===== src/rtl/debug_scanner.sv =====
// debug_scanner
// Walks the address space of one selected display source (register file,
// data memory or instruction memory), holds each address for WAIT_CYCLES
// clocks so the source can return its read data, captures that data and
// presents it on a valid/ready output port. One scan covers addresses
// 0..LAST_ADDRESS and ends with a one-cycle done pulse.
//
// Ports
//   clock, reset                          system clock, async active-high reset
//   start                                 request a scan (honoured only in IDLE)
//   source_select                         0 reg file, 1 data mem, 2 instr mem, 3 reserved
//   display_*_address                     scan address towards each source
//   display_*_value                       read data returned by each source
//   out_valid/out_ready                   output handshake
//   out_data/out_address/out_source       captured word, its address and source
//   busy                                  high whenever a scan is in progress
//   done                                  one-cycle pulse when a scan completes
module debug_scanner #(
  parameter int WAIT_CYCLES  = 2,
  parameter int LAST_ADDRESS = 63
) (
  input  logic        clock,
  input  logic        reset,
  input  logic        start,
  input  logic [1:0]  source_select,
  output logic [5:0]  display_register_address,
  output logic [5:0]  display_data_memory_address,
  output logic [5:0]  display_instruction_memory_address,
  input  logic [31:0] display_register_value,
  input  logic [31:0] display_data_memory_value,
  input  logic [31:0] display_instruction_memory_value,
  output logic        out_valid,
  input  logic        out_ready,
  output logic [31:0] out_data,
  output logic [5:0]  out_address,
  output logic [1:0]  out_source,
  output logic        busy,
  output logic        done
);

  localparam logic [3:0] WAIT_LOAD = 4'(WAIT_CYCLES);
  localparam logic [5:0] LAST_ADDR = 6'(LAST_ADDRESS);

  localparam logic [1:0] SRC_REGISTER    = 2'd0;
  localparam logic [1:0] SRC_DATA_MEM    = 2'd1;
  localparam logic [1:0] SRC_INSTR_MEM   = 2'd2;
  localparam logic [1:0] SRC_RESERVED    = 2'd3;

  typedef enum logic [1:0] {
    S_IDLE,
    S_WAIT,
    S_PRESENT,
    S_DONE
  } state_t;

  state_t      state;
  logic [5:0]  scan_address;
  logic [1:0]  source;
  logic [3:0]  wait_count;
  logic [31:0] selected_value;

  // Read data from whichever source was latched at the start of the scan.
  always_comb begin
    selected_value = '0;
    case (source)
      SRC_REGISTER:  selected_value = display_register_value;
      SRC_DATA_MEM:  selected_value = display_data_memory_value;
      SRC_INSTR_MEM: selected_value = display_instruction_memory_value;
      default:       selected_value = '0;
    endcase
  end

  // Only the source being scanned sees the scan address; the other ports
  // (and all ports while idle) are parked at address 0.
  assign display_register_address           = (busy && source == SRC_REGISTER)  ? scan_address : '0;
  assign display_data_memory_address        = (busy && source == SRC_DATA_MEM)  ? scan_address : '0;
  assign display_instruction_memory_address = (busy && source == SRC_INSTR_MEM) ? scan_address : '0;

  // Scan sequencer. The wait counter is loaded with WAIT_CYCLES when an
  // address is first driven and the data is captured on the edge where it
  // reads 1, so WAIT occupies exactly WAIT_CYCLES clocks.
  always_ff @(posedge clock or posedge reset) begin
    if (reset) begin
      state        <= S_IDLE;
      scan_address <= '0;
      source       <= '0;
      wait_count   <= '0;
      out_valid    <= 1'b0;
      out_data     <= '0;
      out_address  <= '0;
      out_source   <= '0;
      busy         <= 1'b0;
      done         <= 1'b0;
    end else begin
      case (state)
        S_IDLE: begin
          if (start && source_select != SRC_RESERVED) begin
            state        <= S_WAIT;
            source       <= source_select;
            scan_address <= '0;
            wait_count   <= WAIT_LOAD;
            busy         <= 1'b1;
          end
        end
        S_WAIT: begin
          if (wait_count == 4'd1) begin
            state       <= S_PRESENT;
            wait_count  <= '0;
            out_valid   <= 1'b1;
            out_data    <= selected_value;
            out_address <= scan_address;
            out_source  <= source;
          end else begin
            wait_count <= wait_count - 4'd1;
          end
        end
        S_PRESENT: begin
          if (out_ready) begin
            out_valid <= 1'b0;
            if (scan_address == LAST_ADDR) begin
              state <= S_DONE;
              done  <= 1'b1;
            end else begin
              state        <= S_WAIT;
              scan_address <= scan_address + 6'd1;
              wait_count   <= WAIT_LOAD;
            end
          end
        end
        S_DONE: begin
          state <= S_IDLE;
          done  <= 1'b0;
          busy  <= 1'b0;
        end
        default: begin
          state <= S_IDLE;
        end
      endcase
    end
  end

endmodule


===== config.mk =====
export PLATFORM = sky130hd
export DESIGN_NAME = debug_scanner
export DESIGN_NICKNAME = d
export VERILOG_FILES = /design/src/rtl/debug_scanner.sv
export SDC_FILE = /design/constraint.sdc
export NUM_CORES = 1
export LEC_CHECK = 0
export CAP_MARGIN = 20
export CORE_AREA = 2 2 96 98
export CTS_CLUSTER_DIAMETER = 150
export DETAILED_ROUTE_END_ITERATION = 8
export DIE_AREA = 0 0 98 100
export GPL_ROUTABILITY_DRIVEN = 1
export MAX_ROUTING_LAYER = met4
export PLACE_DENSITY_LB_ADDON = 0.2
export SLEW_MARGIN = 20
export SYNTH_ARGS = -nofsm -noshare
export SYNTH_HDL_FRONTEND = slang
export SYNTH_SLANG_ARGS = --single-unit

===== constraint.sdc =====
create_clock -name clock -period 1.9 [get_ports clock]
set_input_delay 0.57 -clock clock [delete_from_list [all_inputs] [get_ports clock]]
set_output_delay 0.57 -clock clock [all_outputs]
set_load 0.1 [all_outputs]

Word-level counts from Yosys, hierarchy flattened. Cells that the tools add are included.

Output and inout bits: 61. Logic and storage cells: 70. Bits of input ports: 102. Bits in registers: 57.

Mux-type cells: 26. Equal/unequal tests: 13. Reductions and logical operators: 19. Add/sub/neg operators: 2.

Operators by type and width (count): 32-bit one-hot mux with 3 select lines (1); 6-bit two-way mux (6); 4-bit two-way mux (4); 2-bit inequality test (second input constant) (6); 4-bit one-hot mux with 3 select lines (1); 6-bit one-hot mux with 2 select lines (1); 3-bit AND reduction (3); 2-bit two-way mux (4); 2-bit one-hot mux with 4 select lines (1); 4-bit AND reduction (2); 2-bit nonzero test (4); 6-bit by 1-bit adder with 6-bit output (second input constant) (1); 2-bit equality test (second input constant) (3); 6-bit equality test (second input constant) (1); 1-bit one-hot mux with 2 select lines (3); 2-bit AND reduction (3); 1-bit two-way mux (5); 2-bit by 1-bit equality test with 1-bit output (second input constant) (2); 4-bit by 1-bit equality test with 1-bit output (second input constant) (1); 1-bit logical AND (4); 2-bit zero test (2); 4-bit by 1-bit subtractor with 4-bit output (second input constant) (1); 3-bit nonzero test (1).

Longest topological paths before layout. Gate-level depths: netlist of the first run.

Word-level depth: 4. Depth in mapped cells: 8. Depth with buffers taken out: 6.

Worst setup path after synthesis of the first run. No wires, ideal clock.

Kind: register -> output. From: register busy. To: output port display_register_address[2]. Buffers on the path: 0. Arrival: 3990 ps. Setup slack: -2660 ps. Cell stages (with the launch flop): 3. Data required time: 1330 ps. Path through: dfrtp_1 -> inv_1 -> nor4_1.

Word-level cells in the longest chain between the ends: 2.

Ends and longest elaborated chain: start: declaration (RTL line 37) `output logic busy,`; start signal: assignment (RTL line 92) `busy <= 1'b0;`; start signal: assignment (RTL line 102) `busy <= 1'b1;`; start signal: assignment (RTL line 133) `busy <= 1'b0;`; 1-bit logical AND (RTL line 75) `assign display_register_address = (busy && source == SRC_REGISTER) ? scan_address : '0;`; 6-bit two-way mux (RTL line 75); end: declaration (RTL line 26) `output logic [5:0] display_register_address,`.

Every way passes these cells.

Worst setup path in the final report of the first run.
From: register source[0]. To: output port display_register_address[2].

Word-level cells in the longest chain between the ends: 3.

Ends and longest elaborated chain: start: declaration (RTL line 58) `logic [1:0] source;`; start signal: assignment (RTL line 99) `source <= source_select;`; 2-bit zero test (RTL line 75); 1-bit logical AND (RTL line 75); 6-bit two-way mux (RTL line 75).

Every way passes these cells.

==> results of run 1 <==
-- synth_stat cells, drive strengths merged, types with 3 or more instances --
cell type / number
nor2: 37
buf: 8
mux2: 11
and2: 16
and3: 3
dfrtp: 57
o21ai: 39
mux2i: 33
nor3: 5
ha: 3
clkbuf: 16
inv: 7
a22o: 5
a21oi: 34
nand2: 41
-- metrics by stage --
step	utilization [%]	instances	setup WS [ps]	hold WS, ps	instance area [um^2]
6_report	65.9	627	-158	538	5860
5_1_grt	65.9	627	-215	565	5860
4_1_cts	65.5	624	-155	547	5820
3_5_place_dp	63.3	608	-145	532	5620
3_3_place_gp	63.3	608	-142	520	5620
2_1_floorplan	-	338	-582	499	3170
-- cell usage in the layout, fill, tap and decap left out, types with 2 or more instances in the layout --
cell / count
nor2_1: 36
and3_1: 3
dfrtp_1: 54
nand2b_2: 2
clkdlybuf4s50_1: 101
a22o_1: 5
dfrtp_2: 3
mux2i_1: 33
buf_6: 2
clkbuf_8: 10
nor3_1: 3
a21oi_1: 34
clkinv_2: 4
nand2_1: 41
a31oi_1: 2
buf_4: 17
mux2_2: 8
o21ai_0: 39
and2_4: 16
mux2_4: 3
a21o_1: 2
ha_1: 3
inv_1: 5
buf_12: 64
-- power by group through the flow --
stage	combinational [W]	sequential (W)	clock (W)
6_report	0.00715	0.00220	0.000936
5_1_grt	0.00752	0.00226	0.00101
3_5_place_dp	0.00707	0.00222	0
2_1_floorplan	0.00187	0.00466	0
3_3_place_gp	0.00698	0.00219	0
4_1_cts	0.00715	0.00220	0.000967
-- state kept, by name, summed over array words and instances, names as in the netlist --
register,count
done,1
out_source,2
source,2
out_data,32
busy,1
out_valid,1
scan_address,6
state,2
wait_count,4
out_address,6
-- critical path, delay by kind of cell (launching register included) --
kind	cells	cell delay, ps
flip-flops	1	480
AND/OR/NAND/NOR	1	270
buffers and inverters	2	400
-- routing by layer --
layer  up-vias  part of all wire [%]  track usage, %
li1       1519                     -               -
met1      1432                    41            23.3
met2       100                    51            34.3
met3        10                   5.9            4.11
met4         0                   1.4            7.37
met5         -                     0               -
-- path summary, 6_finish.rpt --
path	from	endpoint	slack, ps	cells past startpoint
setup / recovery	source[0]$_DFFE_PP0P_	display_register_address[2]	-160	3
setup reg to reg	wait_count[1]$_DFFE_PP0P_	out_source[1]$_DFFE_PP0P_	130	5
max in group asynchronous	reset	busy$_DFFE_PP0P_	970	3
hold / removal	out_data[18]$_DFFE_PP0P_	out_data[18]$_DFFE_PP0P_	540	2
min in group asynchronous	reset	out_valid$_DFFE_PP0P_	670	3
hold reg to reg	out_data[18]$_DFFE_PP0P_	out_data[18]$_DFFE_PP0P_	540	2
-- final cells by class --
class / count / area [um^2] / area share (%)
timing repair buffer: 185 / 2460 / 42.0
multi-input combinational: 252 / 1640 / 28.0
sequential: 57 / 1430 / 24.4
clock buffer: 11 / 141 / 2.41
tap: 111 / 139 / 2.37
inverter: 7 / 30.0 / 0.513
clock inverter: 4 / 20.0 / 0.342
-- cells by family (layout without fill, tap and decap cells) --
group,Yosys count,after routing,share of synthesized area [%]
adders and majority gates,3,3,1.21
and+or+nand+nor,114,116,17.0
AOI/OAI and AO/OA,89,89,16.1
buffers and inverters,31,207,4.56
muxes,44,44,15.0
DFF,57,57,46.0
-- repair_timing --
action,in CTS,in global routing
cloned,0,2
setup buffers,1,1
gates resized for setup,8,1
hold endpoints to repair,0,0
pin swaps,6,0
setup endpoints to repair,27,41
==> reports/metrics.csv, run 1 <==
stage;metric;value;unit
run_status;run_status;complete, but fails checks;
run_status;violations;negative setup slack;
routing;wl_per_cell;15.6;um
sta;hold_viol_final;0;
place;gp_congestion;0.823;
global_routing;grtUsageTotal;20.0;%
routing;drtAntennaViolNets;0;
final_layout;nFillCells;683;
routing;dr.pass1.iters;4;
sta;period_share;108;%
worst_setup_path;critical_path_required;1330;ps
routing;via_per_inst;4.88;
floorplanning;fp.dieW;98;um
synthesis;synthFlopType;dfrtp_1;
place;port_buffers;162;
clocking;clk_path_buf_depth;2;
power;seqPwrFrac;21.4;%
worst_setup_path;critPathSlowestCell;dfrtp_2;
final_layout;antenna_cells;0;
clocking;cts_tree;done;
power;peakVddDrop;765;uV
sta;max_slew_margin;61.3;%
global_routing;antenna_found_initial;0;
global_routing;grt_start_max_net_pins;58;
routing;drtIter0Drc;82;
final_layout;nets;617;
power;power_leakage;2.67;nW
sta;tightest_slew;579;ps
flow_run;drv_cap;0;
power;p_sw;0.00542;W
power;cellPowerDensity;1760;nW/um^2
sta;fin_tns_setup;-2340;ps
floorplanning;io_pins;163;
synthesis;ys_seq_elements;57;
clocking;cts_buffers;9;
power;p_sw_share;52.7;%
worst_setup_path;path_class;reg -> out;
sta;rsz0062_at_grt;yes;
global_routing;grt.overflow.total;0;
floorplanning;die_y;100;um
sta;fin_crit;2060;ps
hold_path;hp-class;reg -> reg;
clocking;htreeDepth;3;
clocking;cts_sinks;57;
worst_setup_path;cp_max_fo;14;
worst_setup_path;crit_chain;buf_8 > nor4_4 > buf_12;
synthesis;netlist_instances;338;
synthesis;async_flop_share;100;%
synthesis;yosysUniqueCellTypes;38;
clocking;root_buffer;clkbuf_8;
worst_setup_path;worst_setup_path_start_kind;flop;
synthesis;synth_edf_count;0;
sta;fmax;0.486;GHz
power;pwr-share-clk;9.1;%
global_routing;grt_first_pass_wirelength;15200;um
place;place_hpwl;7380;um
clocking;path_clk_slew;60;ps
synthesis;synth_area;3100;um^2
routing;via_count;3061;
clocking;hold_buffers;0;
power;power.share.combinational;69.5;%
floorplanning;die-area;9800;um^2
sta;final.setup_skew;11.1;ps
synthesis;synth_fp_nets;443;
synthesis;yosysTopAreaCell;dfrtp_1;
floorplanning;start_util;34.8;%
synthesis;synth_area_leaders;dfrtp_1 (46%), mux2i_1 (11%), o21ai_0 (6.3%);
synthesis;syn_area_per_cell;9.17;um^2
global_routing;grt_pass1_vias;3122;
sta;drv_slew;0;
synthesis;yosysSeqAreaShare;46.0;%
sta;timing.final.ws_setup;-158;ps
floorplanning;row_count;35;
power;p_int;0.00486;W
routing;drc_errors;0;
worst_setup_path;cp-end-kind;output port;
routing;wl;9750;um
synthesis;ys_warn_count;0;
synthesis;synth_top_area_share;46.0;%
final_layout;drive_above_1_share;27.3;%
floorplanning;core;8890;um^2
worst_setup_path;arrival;1490;ps
power;power;0.0103;W
clocking;clock_latency;330;ps
sta;setup_viol;18;
worst_setup_path;max_stage_delay;480;ps
final_layout;area_delta_synth_final;89.1;%
No activity file was read; power rests on OpenSTA's default activity.
==> inputs of run 2 (changes only) <==
--- a/config.mk
+++ b/config.mk
@@ -5,7 +5,6 @@
 export SDC_FILE = /design/constraint.sdc
 export NUM_CORES = 1
 export LEC_CHECK = 0
-export CAP_MARGIN = 20
 export CORE_AREA = 2 2 96 98
 export CTS_CLUSTER_DIAMETER = 150
 export DETAILED_ROUTE_END_ITERATION = 8
==> results of run 2 <==
Final layout, timing and power as in run 1 (identical DEF).
